<file path="src/rtl/lc3_mem_arbiter.sv">
// lc3_mem_arbiter
// Round-robin arbiter that shares one LC-3 memory port between the core bus
// and a DMA/IO requester. The winning command is latched for the whole
// access, read data comes back with a one-cycle done pulse on the owner's
// side, and an access that never sees mem_complete is aborted after TIMEOUT
// cycles with 16'hFFFF returned and a sticky err flag set.
//
// Handshake: a requester raises *_req and holds rd/addr/din stable until it
// is granted (request is only looked at in IDLE). The grant is implicit; the
// requester learns the outcome from its *_done pulse, which is qualified by
// *_dout being valid in the same cycle. Memory sees mem_en high for the whole
// ACCESS phase and answers with a single mem_complete cycle; mem_complete
// outside ACCESS has no effect.
module lc3_mem_arbiter #(
  parameter int unsigned TIMEOUT = 255
) (
  input  logic        clock,
  input  logic        reset,
  // core requester
  input  logic        core_req,
  input  logic        core_rd,
  input  logic [15:0] core_addr,
  input  logic [15:0] core_din,
  output logic [15:0] core_dout,
  output logic        core_done,
  // DMA requester
  input  logic        dma_req,
  input  logic        dma_rd,
  input  logic [15:0] dma_addr,
  input  logic [15:0] dma_din,
  output logic [15:0] dma_dout,
  output logic        dma_done,
  // memory port
  output logic        mem_en,
  output logic        mem_rd,
  output logic [15:0] mem_addr,
  output logic [15:0] mem_din,
  input  logic [15:0] mem_dout,
  input  logic        mem_complete,
  // status
  output logic        owner,
  output logic        err,
  input  logic        err_clr,
  // FSM state for observation: 0 = IDLE, 1 = ACCESS, 2 = RESP
  output logic [1:0]  dbg_state
);

  typedef enum logic [1:0] {
    S_IDLE   = 2'd0,
    S_ACCESS = 2'd1,
    S_RESP   = 2'd2
  } state_e;

  localparam logic        SEL_CORE = 1'b0;
  localparam logic        SEL_DMA  = 1'b1;
  localparam logic [15:0] CNT_LAST = 16'(TIMEOUT - 1);

  state_e      state_q, state_d;
  logic        mem_rd_q, mem_rd_d;
  logic [15:0] mem_addr_q, mem_addr_d;
  logic [15:0] mem_din_q, mem_din_d;
  logic        owner_q, owner_d;
  logic        last_q, last_d;
  logic [15:0] cnt_q, cnt_d;
  logic [15:0] core_dout_q, core_dout_d;
  logic [15:0] dma_dout_q, dma_dout_d;
  logic        err_q, err_d;

  logic        any_req;
  logic        winner;
  logic        complete_hit;
  logic        timeout_hit;

  // Arbitration and ACCESS-phase event decode
  always_comb begin
    any_req = core_req | dma_req;
    if (core_req && dma_req) begin
      // tie: the side that did not win last time goes now
      winner = ~last_q;
    end else if (dma_req) begin
      winner = SEL_DMA;
    end else begin
      winner = SEL_CORE;
    end
    complete_hit = (state_q == S_ACCESS) && mem_complete;
    // complete on the final allowed cycle beats the abort
    timeout_hit  = (state_q == S_ACCESS) && !mem_complete && (cnt_q == CNT_LAST);
  end

  // FSM state register
  always_ff @(posedge clock or negedge reset) begin
    if (!reset) begin
      state_q <= S_IDLE;
    end else begin
      state_q <= state_d;
    end
  end

  // FSM next-state logic
  always_comb begin
    state_d = state_q;
    case (state_q)
      S_IDLE: begin
        if (any_req) state_d = S_ACCESS;
      end
      S_ACCESS: begin
        if (complete_hit || timeout_hit) state_d = S_RESP;
      end
      S_RESP: begin
        state_d = S_IDLE;
      end
      default: begin
        state_d = S_IDLE;
      end
    endcase
  end

  // FSM outputs decoded from state and the latched owner only
  always_comb begin
    mem_en    = (state_q == S_ACCESS);
    core_done = (state_q == S_RESP) && (owner_q == SEL_CORE);
    dma_done  = (state_q == S_RESP) && (owner_q == SEL_DMA);
    dbg_state = state_q;
  end

  // Datapath next-state: command latch, counter, read-data returns, err
  always_comb begin
    mem_rd_d    = mem_rd_q;
    mem_addr_d  = mem_addr_q;
    mem_din_d   = mem_din_q;
    owner_d     = owner_q;
    last_d      = last_q;
    cnt_d       = cnt_q;
    core_dout_d = core_dout_q;
    dma_dout_d  = dma_dout_q;
    err_d       = err_q;

    if (err_clr) err_d = 1'b0;

    case (state_q)
      S_IDLE: begin
        if (any_req) begin
          owner_d = winner;
          last_d  = winner;
          cnt_d   = 16'h0000;
          if (winner == SEL_DMA) begin
            mem_rd_d   = dma_rd;
            mem_addr_d = dma_addr;
            mem_din_d  = dma_din;
          end else begin
            mem_rd_d   = core_rd;
            mem_addr_d = core_addr;
            mem_din_d  = core_din;
          end
        end
      end
      S_ACCESS: begin
        if (complete_hit) begin
          // writes leave the owner's read data untouched
          if (mem_rd_q) begin
            if (owner_q == SEL_DMA) dma_dout_d = mem_dout;
            else                    core_dout_d = mem_dout;
          end
        end else if (timeout_hit) begin
          if (owner_q == SEL_DMA) dma_dout_d = 16'hFFFF;
          else                    core_dout_d = 16'hFFFF;
          // set takes priority over a same-cycle clear
          err_d = 1'b1;
        end else begin
          cnt_d = cnt_q + 16'd1;
        end
      end
      default: begin
      end
    endcase
  end

  // Datapath registers
  always_ff @(posedge clock or negedge reset) begin
    if (!reset) begin
      mem_rd_q    <= 1'b0;
      mem_addr_q  <= 16'h0000;
      mem_din_q   <= 16'h0000;
      owner_q     <= SEL_CORE;
      last_q      <= SEL_DMA;
      cnt_q       <= 16'h0000;
      core_dout_q <= 16'h0000;
      dma_dout_q  <= 16'h0000;
      err_q       <= 1'b0;
    end else begin
      mem_rd_q    <= mem_rd_d;
      mem_addr_q  <= mem_addr_d;
      mem_din_q   <= mem_din_d;
      owner_q     <= owner_d;
      last_q      <= last_d;
      cnt_q       <= cnt_d;
      core_dout_q <= core_dout_d;
      dma_dout_q  <= dma_dout_d;
      err_q       <= err_d;
    end
  end

  // Registered outputs
  always_comb begin
    mem_rd    = mem_rd_q;
    mem_addr  = mem_addr_q;
    mem_din   = mem_din_q;
    owner     = owner_q;
    core_dout = core_dout_q;
    dma_dout  = dma_dout_q;
    err       = err_q;
  end

endmodule

</file>
<file path="config.mk">
export PLATFORM = sky130hd
export DESIGN_NAME = lc3_mem_arbiter
export DESIGN_NICKNAME = d
export VERILOG_FILES = /design/src/rtl/lc3_mem_arbiter.sv
export SDC_FILE = /design/constraint.sdc
export NUM_CORES = 1
export LEC_CHECK = 0
export ABC_CLOCK_PERIOD_IN_PS = 4000
export BUFFER_PORTS_ARGS = -buffer_cell sky130_fd_sc_hd__buf_2
export CAP_MARGIN = 20
export CORE_MARGIN = 2
export CORE_UTILIZATION = 53
export DETAILED_ROUTE_END_ITERATION = 8
export HOLD_SLACK_MARGIN = 0.05
export PLACE_DENSITY = 0.86
export SETUP_SLACK_MARGIN = 0.02
export SYNTH_ARGS = -nofsm -noshare
export SYNTH_HDL_FRONTEND = slang
export SYNTH_SLANG_ARGS = --single-unit
</file>
<file path="constraint.sdc">
create_clock -name clock -period 4 [get_ports clock]
set_clock_uncertainty 0.05 [all_clocks]
set_input_delay 0.2 -clock clock [delete_from_list [all_inputs] [get_ports clock]]
set_output_delay 0.2 -clock clock [all_outputs]
set_load 0.05 [all_outputs]
</file>
Word level (Yosys, flattened, before mapping):

Cells that the tools add are included.

* add/sub/neg operators: 1
* equal/unequal tests: 8
* multiplexer cells: 26
* bitwise gates (word level): 3
* reductions and logical operators: 16

Operator list (number)
* $mux W16: 15
* $pmux W16 S2: 1
* $add A16 B1 Y16 const B: 1
* $eq A16 B8 Y1 const B: 1
* $reduce_and A4 Y1: 3
* $ne A2 B2 Y1 const B: 4
* $mux W1: 7
* $logic_and A1 B1 Y1: 6
* $mux W2: 2
* $pmux W2 S2: 1
* $reduce_and A2 Y1: 2
* $reduce_bool A2 Y1: 2
* $eq A2 B1 Y1 const B: 1
* $eq A2 B2 Y1 const B: 1
* $logic_not A2 Y1: 1
* $ne A2 B1 Y1 const B: 1
* $not A1 Y1: 2
* $logic_not A1 Y1: 1
* $logic_or A1 B1 Y1: 1
* $or A1 B1 Y1: 1

* bits in registers: 86
* output and inout port bits: 72
* logic and storage cells: 64

Depth between registers and ports, before layout:

Gate-level depths: netlist (run 1).

* depth in word-level cells: 6
* gate-level depth with buffers: 8

Worst setup path after synthesis (run 1):

Ideal clock, no wire load.

* path type: register to output
* start: register owner_q, in the netlist owner
* end: output port dma_done
* arrival time: 2.614 ns
* required time: 3.750 ns
* path slack: 1.136 ns
* cell stages (with the launch flop): 5
* buffers on the path: 2
* path through: dfrtp_1 > clkbuf_1 > clkinv_1 > clkbuf_1 > nor3b_1

* longest elaborated chain between the ends: 1

RTL lines
* start, declared: line 62 `logic owner_q, owner_d;`
* start signal, assigned: line 194 `owner_q <= owner_d;`
* $logic_and A1 B1 Y1: line 122 `dma_done = (state_q == S_RESP) && (owner_q == SEL_DMA);`
* end, declared: line 32 `output logic dma_done,`

Every way passes these cells.

Final worst setup path (run 1):

Ends and elaborated chain as after synthesis.

==> impl_metrics.env, run 1 <==
export IMPL_status="complete, no violations"
export IMPL_cts_sinks=86
export IMPL_rows=32
export IMPL_cts_setup_buffers=0
export IMPL_grt_first_pass_wirelength_mm=17.9
export IMPL_h_tree_depth=3
export IMPL_period_share_pct=73.6
export IMPL_synth_area_mm2=0.00416
export IMPL_fp_dieW_um=92.6
export IMPL_cts_hold_buffers=6
export IMPL_first_global_vias=3852
export IMPL_dp_hpwl_mm=7.72
export IMPL_cts_made_buffers=9
export IMPL_setup_viol=0
export IMPL_cp_start_kind="flop"
export IMPL_cp_data_arrival_time_ns=2.69
export IMPL_antenna_found_initial=0
export IMPL_seq_area_frac_synth_pct=51.7
export IMPL_drc=0
export IMPL_routed_via_density=5.87
export IMPL_rsz0062_at_grt="false"
export IMPL_p_comb_share_pct=52.2
export IMPL_drt_wirelength_per_cell_um=16.6
export IMPL_insertion_delay_ns=0.35
export IMPL_swShare_pct=52.1
export IMPL_core_area_mm2=0.00765
export IMPL_die_h_um=92.6
export IMPL_synth_fp_nets=510
export IMPL_ys_ff_latch=86
export IMPL_dr_total_vias=3970
export IMPL_synth_edff_count=0
export IMPL_port_buffers=159
export IMPL_pin_count=160
export IMPL_cts_root_buf="clkbuf_8"
export IMPL_synth_top_cell_area_share_pct=51.1
export IMPL_worst_setup_path_end_kind="output pin"
export IMPL_synth_main_ff_cell="dfrtp_1"
export IMPL_drt_total_wl_mm=11.2
export IMPL_cts_max_path_buffers=2
export IMPL_area_delta_synth_final_pct=27.9
export IMPL_clk_pin_slew_ns=0.09
export IMPL_intPower_mw=2.08
export IMPL_grtUsageTotal_pct=26.0
export IMPL_cts_tree="done"
export IMPL_initialDrtViolationCount=334
export IMPL_power_switching_mw=2.26
export IMPL_synthCells=420
export IMPL_postRouteAntennaNets=0
export IMPL_syn_area_per_cell_um2=9.91
export IMPL_synth_area_leaders="dfrtp_1 (51%), mux2i_1 (7.9%), nor2_1 (6.2%), a211oi_1 (6.0%), o22ai_1 (5.0%)"
export IMPL_drv_slew=0
export IMPL_postSynth_asyncResetShare_pct=100
export IMPL_yosysTopAreaCell="dfrtp_1"
export IMPL_clkPwrFrac_pct=14.7
export IMPL_hold_viol_final=0
export IMPL_grt_ovfl_total=0
export IMPL_ir_drop_uv=690
export IMPL_gp_congestion=0.945
export IMPL_synth_cell_type_count=46
export IMPL_whs_ns=0.0603
export IMPL_drv_cap=0
export IMPL_post_cts_resize_count=0
export IMPL_power_density_mw_per_mm2=816
export IMPL_die_area_mm2=0.00858
export IMPL_fill_cells=604
export IMPL_synthTopCellsByCount="dfrtp_1 (85), nor2_1 (69), a21oi_1 (36)"
export IMPL_drive_above_1_share_pct=33.4
export IMPL_layout_min_cycle_time_ns=2.94
export IMPL_cp_required_ns=3.75
export IMPL_ys_warn_count=0
export IMPL_multiInputGateArea_mm2=0.00187
export IMPL_start_util_pct=54.4
export IMPL_max_freq_mhz=340
export IMPL_worst_pin_slew_ns=1.00
export IMPL_crit_type="flop to output pin"
export IMPL_p_leak_nw=2.54
export IMPL_cp_max_fo=20
export IMPL_synth_most_common_cell="dfrtp_1"
export IMPL_slew_headroom_pct=32.9
export IMPL_tns_ns=0
export IMPL_power_frac_seq_pct=33.2
export IMPL_seq_area_mm2=0.00215
export IMPL_hp_class="input pin to flop"
export IMPL_n_antenna_cell=0
export IMPL_finalNetCount=659
export IMPL_grt_max_degree=87
export IMPL_first_pass_iters=7
worst max-delay path: stages (launching register included):
cell and delay [ns]:
dfrtp_1 0.80, clkinv_1 0.70, nor3b_1 0.51, buf_2 0.34
logic make-up after synthesis:
| kind of cell | Yosys count | synth area share [%] |
|---|---|---|
| compound gates | 140 | 22.1 |
| fa+ha+maj | 2 | 0.601 |
| buf+inv | 40 | 3.76 |
| flops | 86 | 51.7 |
| mux | 34 | 8.21 |
| simple gates | 118 | 13.6 |
routing by layer:
layer / global-route usage, % / share of wire (%) / vias to the layer above
met5: 0 / 0 / -
met2: 43.7 / 48 / 210
met4: 8.82 / 2.0 / 0
met3: 4.88 / 7.5 / 22
met1: 34.0 / 42 / 1866
li1: - / - / 1872
power groups by stage:
stage / sequential [mW] / combinational, mW / clock (mW)
floorplan: 2.37 / 0.751 / 0
global placement: 1.44 / 2.19 / 0
detailed placement: 1.45 / 2.24 / 0
CTS: 1.44 / 2.25 / 0.648
global route: 1.48 / 2.40 / 0.686
finish: 1.44 / 2.27 / 0.638
path summary, 6_finish.rpt:
| kind | cells past startpoint | slack [ns] | to | start |
|---|---|---|---|---|
| worst min-delay path | 3 | 0.06 | core_dout[14] | mem_dout[14] |
| worst max register to register | 4 | 1.37 | core_dout[5] | owner |
| max in group asynchronous | 3 | 2.95 | last_q | reset |
| min in group asynchronous | 2 | 0.30 | dma_dout[14] | reset |
| worst min register to register | 2 | 0.48 | mem_din[4] | mem_din[4] |
| worst max-delay path | 3 | 1.06 | dma_done | owner |
metrics by stage:
step                cells  cell area [um^2]  worst slack (ns)  utilization [%]  total power, mW
finish                676              5320              1.06             69.6             4.35
global route          676              5320             0.930             69.6             4.57
CTS                   674              5280              1.11             69.0             4.33
detailed placement    652              5010              1.48             65.5             3.69
global placement      652              5010              1.47             65.5             3.63
floorplan             420              4160              1.14                -             3.12
layout make-up:
type / count / area share (%)
sequential: 86 / 40.4
multi-input combinational: 294 / 35.2
timing repair buffer: 171 / 17.6
clock buffer: 11 / 2.66
tap: 102 / 2.40
clock inverter: 5 / 1.25
inverter: 7 / 0.494
layout by cell type, fill, tap and decap left out, types with 4 or more instances in the layout:
cell / synthesis / layout
buf_2: 5 / 158
dfrtp_1: 85 / 85
nor2_1: 69 / 68
a21oi_1: 36 / 36
o22ai_1: 33 / 33
a211oi_1: 33 / 33
mux2i_1: 33 / 33
a31oi_1: 12 / 12
clkbuf_8: 0 / 10
nand2_1: 6 / 6
nand3_1: 6 / 6
dlygate4sd3_1: 0 / 6
inv_1: 5 / 5
o21ai_0: 5 / 5
nor3_1: 5 / 5
and3_1: 5 / 5
buf_4: 0 / 5
nand4_1: 4 / 4
and4_1: 4 / 4
state kept, by name, summed over array words and instances, names as in the netlist:
name	flops
mem_addr	16
core_dout	16
err	1
owner	1
dma_dout	16
cnt_q	16
mem_din	16
mem_rd	1
last_q	1
dbg_state	2
Power figures use the tool's default switching activity.
==> run 2: changes to the inputs <==
Settings changed: ABC_CLOCK_PERIOD_IN_PS 4000 to 3100, CORE_UTILIZATION 53 to 49, PLACE_DENSITY 0.86 to 0.8.
Clock period 4 ns to 3.1 ns, I/O delays scaled along.
==> run 2 against run 1 <==
Net effect:
- via count is 4.7% higher
- first-iteration DRC count is 2.4% higher
- critical path depth is 2 higher
- critical path type is now flop to flop
- final cell count is 4.4% higher
- largest cell class unchanged
- total power is 32% higher
==> impl_metrics.env, run 2 (same netlist as run 1, synthesis figures left out) <==
export IMPL_status="complete, no violations"
export IMPL_postRouteAntennaNets=0
export IMPL_layout_min_cycle_time_ns=2.47
export IMPL_drt_total_wl_mm=12.4
export IMPL_placedInstanceArea_mm2=0.00505
export IMPL_cts_hold_buffers=30
export IMPL_finalNetCount=686
export IMPL_hold_viol_final=0
export IMPL_n_antenna_cell=0
export IMPL_layout_commonest_cell="buf_2"
export IMPL_gp_congestion=0.893
export IMPL_antenna_found_initial=0
export IMPL_tns_ns=0
export IMPL_drive_above_1_share_pct=32.3
export IMPL_slew_headroom_pct=48.5
export IMPL_drv_cap=0
export IMPL_cts_max_path_buffers=2
export IMPL_cp_data_arrival_time_ns=2.69
export IMPL_power_density_mw_per_mm2=1030
export IMPL_layout_cells_most_common_list="buf_2 (158), dfrtp_1 (85), nor2_1 (68), a21oi_1 (36)"
export IMPL_grt_first_pass_wirelength_mm=18.8
export IMPL_drt_wirelength_per_cell_um=17.5
export IMPL_cts_root_buf="clkbuf_8"
export IMPL_grtUsageTotal_pct=26.4
export IMPL_cts_setup_buffers=0
export IMPL_grt_max_degree=87
export IMPL_p_leak_nw=2.67
export IMPL_first_global_vias=4036
export IMPL_cts_tree="done"
export IMPL_max_freq_mhz=405
export IMPL_ir_drop_uv=614
export IMPL_cp_start_kind="flop"
export IMPL_worst_setup_path_end_kind="flop"
export IMPL_area_delta_synth_final_pct=35.0
export IMPL_die_area_mm2=0.00925
export IMPL_clk_pin_slew_ns=0.09
export IMPL_period_share_pct=79.6
export IMPL_setup_viol=0
export IMPL_fill_cells=637
export IMPL_drc=0
export IMPL_h_tree_depth=3
export IMPL_start_util_pct=50.6
export IMPL_dr_total_vias=4158
export IMPL_initialDrtViolationCount=342
export IMPL_first_pass_iters=5
export IMPL_hp_class="input pin to flop"
export IMPL_post_cts_resize_count=0
export IMPL_cp_required_ns=3.32
export IMPL_drv_slew=0
export IMPL_cts_made_buffers=9
export IMPL_fp_dieW_um=96.2
export IMPL_routed_via_density=5.89
export IMPL_pin_count=160
export IMPL_fin_area_mm2=0.00562
export IMPL_port_buffers=159
export IMPL_rsz0062_at_grt="false"
export IMPL_grt_ovfl_total=0
export IMPL_cp_max_fo=12
export IMPL_insertion_delay_ns=0.35
export IMPL_post_route_util_pct=68.4
export IMPL_dp_hpwl_mm=8.06
export IMPL_core_area_mm2=0.00822
export IMPL_worst_pin_slew_ns=0.768
export IMPL_die_h_um=96.2
export IMPL_cts_sinks=86
export IMPL_crit_type="flop to flop"
export IMPL_rows=33
run 2: worst max-delay path: stages (launching register included):
cell and delay [ns]:
dfrtp_1 0.43, or4_1 0.58, or4_4 0.67, o21ai_4 0.32
inv_2 0.15, o211ai_1 0.18
run 2: area by class of cell:
| class | count | area, um^2 | share of cell area [%] |
|---|---|---|---|
| tap | 105 | 131 | 2.34 |
| sequential | 86 | 2150 | 38.3 |
| timing repair buffer | 198 | 1200 | 21.4 |
| multi-input combinational | 294 | 1870 | 33.3 |
| clock buffer | 12 | 155 | 2.76 |
| inverter | 7 | 26.3 | 0.468 |
| clock inverter | 4 | 76.3 | 1.36 |
run 2: final timing paths:
path | cells past startpoint | from | endpoint | slack (ns)
max in group asynchronous | 3 | reset | dma_dout[11] | 2.25
worst min-delay path | 3 | dma_addr[9] | mem_addr[9] | 0.06
worst max-delay path | 5 | cnt_q[14] | cnt_q[12] | 0.63
min in group asynchronous | 2 | reset | mem_addr[2] | 0.15
worst max register to register | 5 | cnt_q[14] | cnt_q[12] | 0.63
worst min register to register | 2 | mem_addr[9] | mem_addr[9] | 0.48
run 2: routing by layer:
layer	vias up	global-route usage, %	routed length (um)
met3	34	5.32	941
li1	1923	-	-
met2	229	45.0	6150
met4	0	10.8	316
met5	-	0	0
met1	1972	32.5	4970
run 2: power breakdown:
group | switching (mW) | internal [mW] | leakage [nW]
clock network | 0.403 | 0.502 | 0.113
logic | 2.24 | 0.796 | 1.48
registers | 0.300 | 1.52 | 1.07
total | 2.94 | 2.82 | 2.67
run 2: metrics by stage:
stage          hold slack, ns  std cells  power, mW  setup WS, ns
5_1_grt                0.0587        706       6.07         0.487
2_1_floorplan          -0.191        420       4.03         0.281
4_1_cts                0.0503        704       5.76         0.658
3_5_place_dp            0.313        658       4.80         0.688
3_3_place_gp            0.316        658       4.71         0.701
6_report               0.0557        706       5.76         0.631
==> run 3: changes to the inputs <==
Settings changed: ABC_AREA set to 1, ABC_CLOCK_PERIOD_IN_PS 3100 to 2050, CORE_UTILIZATION 49 to 45, PLACE_DENSITY 0.8 to 0.77.
Clock period 3.1 ns to 2.05 ns, I/O delays scaled along.
==> run 3 against run 2 <==
Net effect:
- clock power increased by 26%
- sequential share of layout area down 2.8 points
- final cell count is 25% higher
- global-route usage fell by 0.30 points
- largest cell class unchanged
==> impl_metrics.env, run 3 <==
export IMPL_slew_headroom_pct=40.9
export IMPL_core_area_mm2=0.00920
export IMPL_cp_data_arrival_time_ns=1.74
export IMPL_intPower_mw=4.05
export IMPL_syn_area_per_cell_um2=7.94
export IMPL_worst_setup_path_end_kind="output pin"
export IMPL_cts_tree="done"
export IMPL_dr_total_vias=4645
export IMPL_cp_required_ns=1.90
export IMPL_cp_common_cell="inv_1"
export IMPL_cp_max_fo=11
export IMPL_synth_most_common_cell="nand2_1"
export IMPL_synth_top_cell_area_share_pct=50.0
export IMPL_cts_setup_buffers=0
export IMPL_drt_total_wl_mm=13.2
export IMPL_synth_area_leaders="dfrtp_1 (50%), nand2_1 (14%), o21ai_0 (7.6%), nand3_1 (6.2%), nor2_1 (5.3%)"
export IMPL_drive_above_1_share_pct=27.7
export IMPL_synth_edff_count=0
export IMPL_synth_fp_nets=626
export IMPL_gp_congestion=0.915
export IMPL_postRouteAntennaNets=0
export IMPL_antenna_found_initial=1
export IMPL_postSynth_asyncResetShare_pct=100
export IMPL_grt_max_degree=48
export IMPL_cp_start_kind="flop"
export IMPL_layout_cells_most_common_list="nand2_1 (163), buf_2 (158), dfrtp_1 (85), dlygate4sd3_1 (76), o21ai_0 (65)"
export IMPL_ys_ff_latch=86
export IMPL_slowest_delay_ns=0.40
export IMPL_grt_first_pass_wirelength_mm=21.3
export IMPL_start_util_pct=46.3
export IMPL_power_density_mw_per_mm2=1510
export IMPL_die_area_mm2=0.0103
export IMPL_synthCells=536
export IMPL_drv_slew=0
export IMPL_period_share_pct=92.4
export IMPL_status="complete, no violations"
export IMPL_grt_ovfl_total=0
export IMPL_first_pass_iters=5
export IMPL_rsz0062_at_grt="false"
export IMPL_drv_cap=0
export IMPL_n_antenna_cell=0
export IMPL_fin_ws_ns=0.155
export IMPL_initialDrtViolationCount=251
export IMPL_max_freq_mhz=528
export IMPL_h_tree_depth=3
export IMPL_crit_type="flop to output pin"
export IMPL_dp_hpwl_mm=8.02
export IMPL_die_h_um=101
export IMPL_port_buffers=159
export IMPL_hp_class="input pin to flop"
export IMPL_cts_made_buffers=9
export IMPL_cts_sinks=86
export IMPL_synth_main_ff_cell="dfrtp_1"
export IMPL_cp_cell_sequence="inv_1, nand2_2, inv_1, buf_2"
export IMPL_placed_cells=787
export IMPL_drc=0
export IMPL_hold_viol_final=0
export IMPL_first_global_vias=4394
export IMPL_area_delta_synth_final_pct=42.3
export IMPL_timing_reg2reg_setup_slack_ns=0.24
export IMPL_slowest_stage="dfrtp_1"
export IMPL_grtUsageTotal_pct=26.1
export IMPL_synthTopCellsByCount="nand2_1 (163), dfrtp_1 (85), o21ai_0 (65)"
export IMPL_clk_pin_slew_ns=0.09
export IMPL_cts_root_buf="clkbuf_8"
export IMPL_swShare_pct=55.7
export IMPL_drt_wirelength_per_cell_um=15.0
export IMPL_yosysTopAreaCell="dfrtp_1"
export IMPL_layout_commonest_cell="nand2_1"
export IMPL_worst_pin_slew_ns=0.886
export IMPL_finalNetCount=853
export IMPL_insertion_delay_ns=0.35
export IMPL_pre_cts_slack_ns=0.259
export IMPL_layout_min_cycle_time_ns=1.89
export IMPL_rows=35
export IMPL_cts_max_path_buffers=2
export IMPL_placedInstanceArea_mm2=0.00511
export IMPL_ys_warn_count=0
export IMPL_ir_drop_uv=863
export IMPL_clkPwrFrac_pct=12.5
export IMPL_synth_area_mm2=0.00426
export IMPL_p_leak_nw=3.10
export IMPL_power_frac_seq_pct=31.5
export IMPL_fin_area_mm2=0.00606
export IMPL_setup_viol=0
export IMPL_power_switching_mw=5.10
export IMPL_synth_cell_type_count=29
export IMPL_pin_count=160
export IMPL_p_comb_share_pct=56.1
export IMPL_fp_dieW_um=101
export IMPL_routed_via_density=5.28
export IMPL_final_cells=879
export IMPL_seq_area_frac_synth_pct=50.6
run 3: cell count changes in the layout (fill, tap and decap cells not counted), moves of 13 or more:
cell and change:
a211oi_1 -33, a21oi_1 -36, dlygate4sd3_1 +45, mux2i_1 -33, nand2_1 +157, nand3_1 +47
o21ai_0 +60, o21ai_1 +13, o22ai_1 -33
run 3: power by group through the flow:
stage | Sequential [mW] | Combinational, mW | Clock [mW]
2_1_floorplan | 5.14 | 1.48 | 0
3_3_place_gp | 2.87 | 4.87 | 0
5_1_grt | 2.95 | 5.47 | 1.25
4_1_cts | 2.85 | 5.06 | 1.16
6_report | 2.88 | 5.13 | 1.14
3_5_place_dp | 2.87 | 4.97 | 0
run 3: final cells by class:
cell class | instances | area, um^2
Clock buffer | 10 | 138
Clock inverter | 6 | 50.0
Fill cell | 716 | 3140
Inverter | 22 | 86.3
Multi-Input combinational cell | 401 | 1860
Sequential cell | 86 | 2150
Tap cell | 111 | 139
Timing Repair Buffer | 243 | 1630
run 3: metrics by stage:
step | setup TNS (ns) | hold slack [ns] | utilization [%] | total power [mW]
final | 0 | 0.0648 | 65.9 | 9.15
after global routing | 0 | 0.0738 | 65.9 | 9.67
after CTS | 0 | 0.0519 | 65.8 | 9.08
after detailed placement | 0 | 0.115 | 55.5 | 7.83
after global placement | 0 | 0.104 | 55.5 | 7.74
after floorplan | -0.141 | -0.243 | - | 6.61
run 3: per-layer routing:
metal / GRT usage (%) / vias to the layer above / routed length [um]
li1: - / 2176 / -
met1: 36.1 / 2143 / 5530
met2: 40.1 / 286 / 6020
met3: 6.56 / 38 / 1290
met4: 8.84 / 2 / 315
met5: 0 / - / 10
run 3: final timing paths:
check                        startpoint           end  depth (start not counted)
max                        dbg_state[1]        mem_en                          4
min reg2reg                      last_q        last_q                          2
max in group asynchronous         reset   mem_addr[8]                          3
min                         mem_dout[1]  core_dout[1]                          4
min in group asynchronous         reset           err                          2
max reg2reg                    cnt_q[0]   dma_dout[1]                          9
run 3: cells by family after synthesis:
| family | Yosys count | share of synthesized area (%) |
|---|---|---|
| xor gates and xnor gates | 4 | 0.823 |
| DFF | 86 | 50.6 |
| AOI/OAI and AO/OA | 82 | 9.85 |
| adders and majority gates | 2 | 0.588 |
| buffers and inverters | 49 | 5.94 |
| and+or+nand+nor | 313 | 32.2 |
run 3: what timing repair did:
item	CTS	global route
hold buffers	76	0
endpoints found under the hold margin	94	0
resized for setup	0	1
setup endpoints to repair	0	1
run 3: critical path: cells and delay by family, from the launching register on:
kind | cells | cell delay, ns
and+or+nand+nor | 1 | 0.16
buffers and inverters | 3 | 0.84
DFF | 1 | 0.40
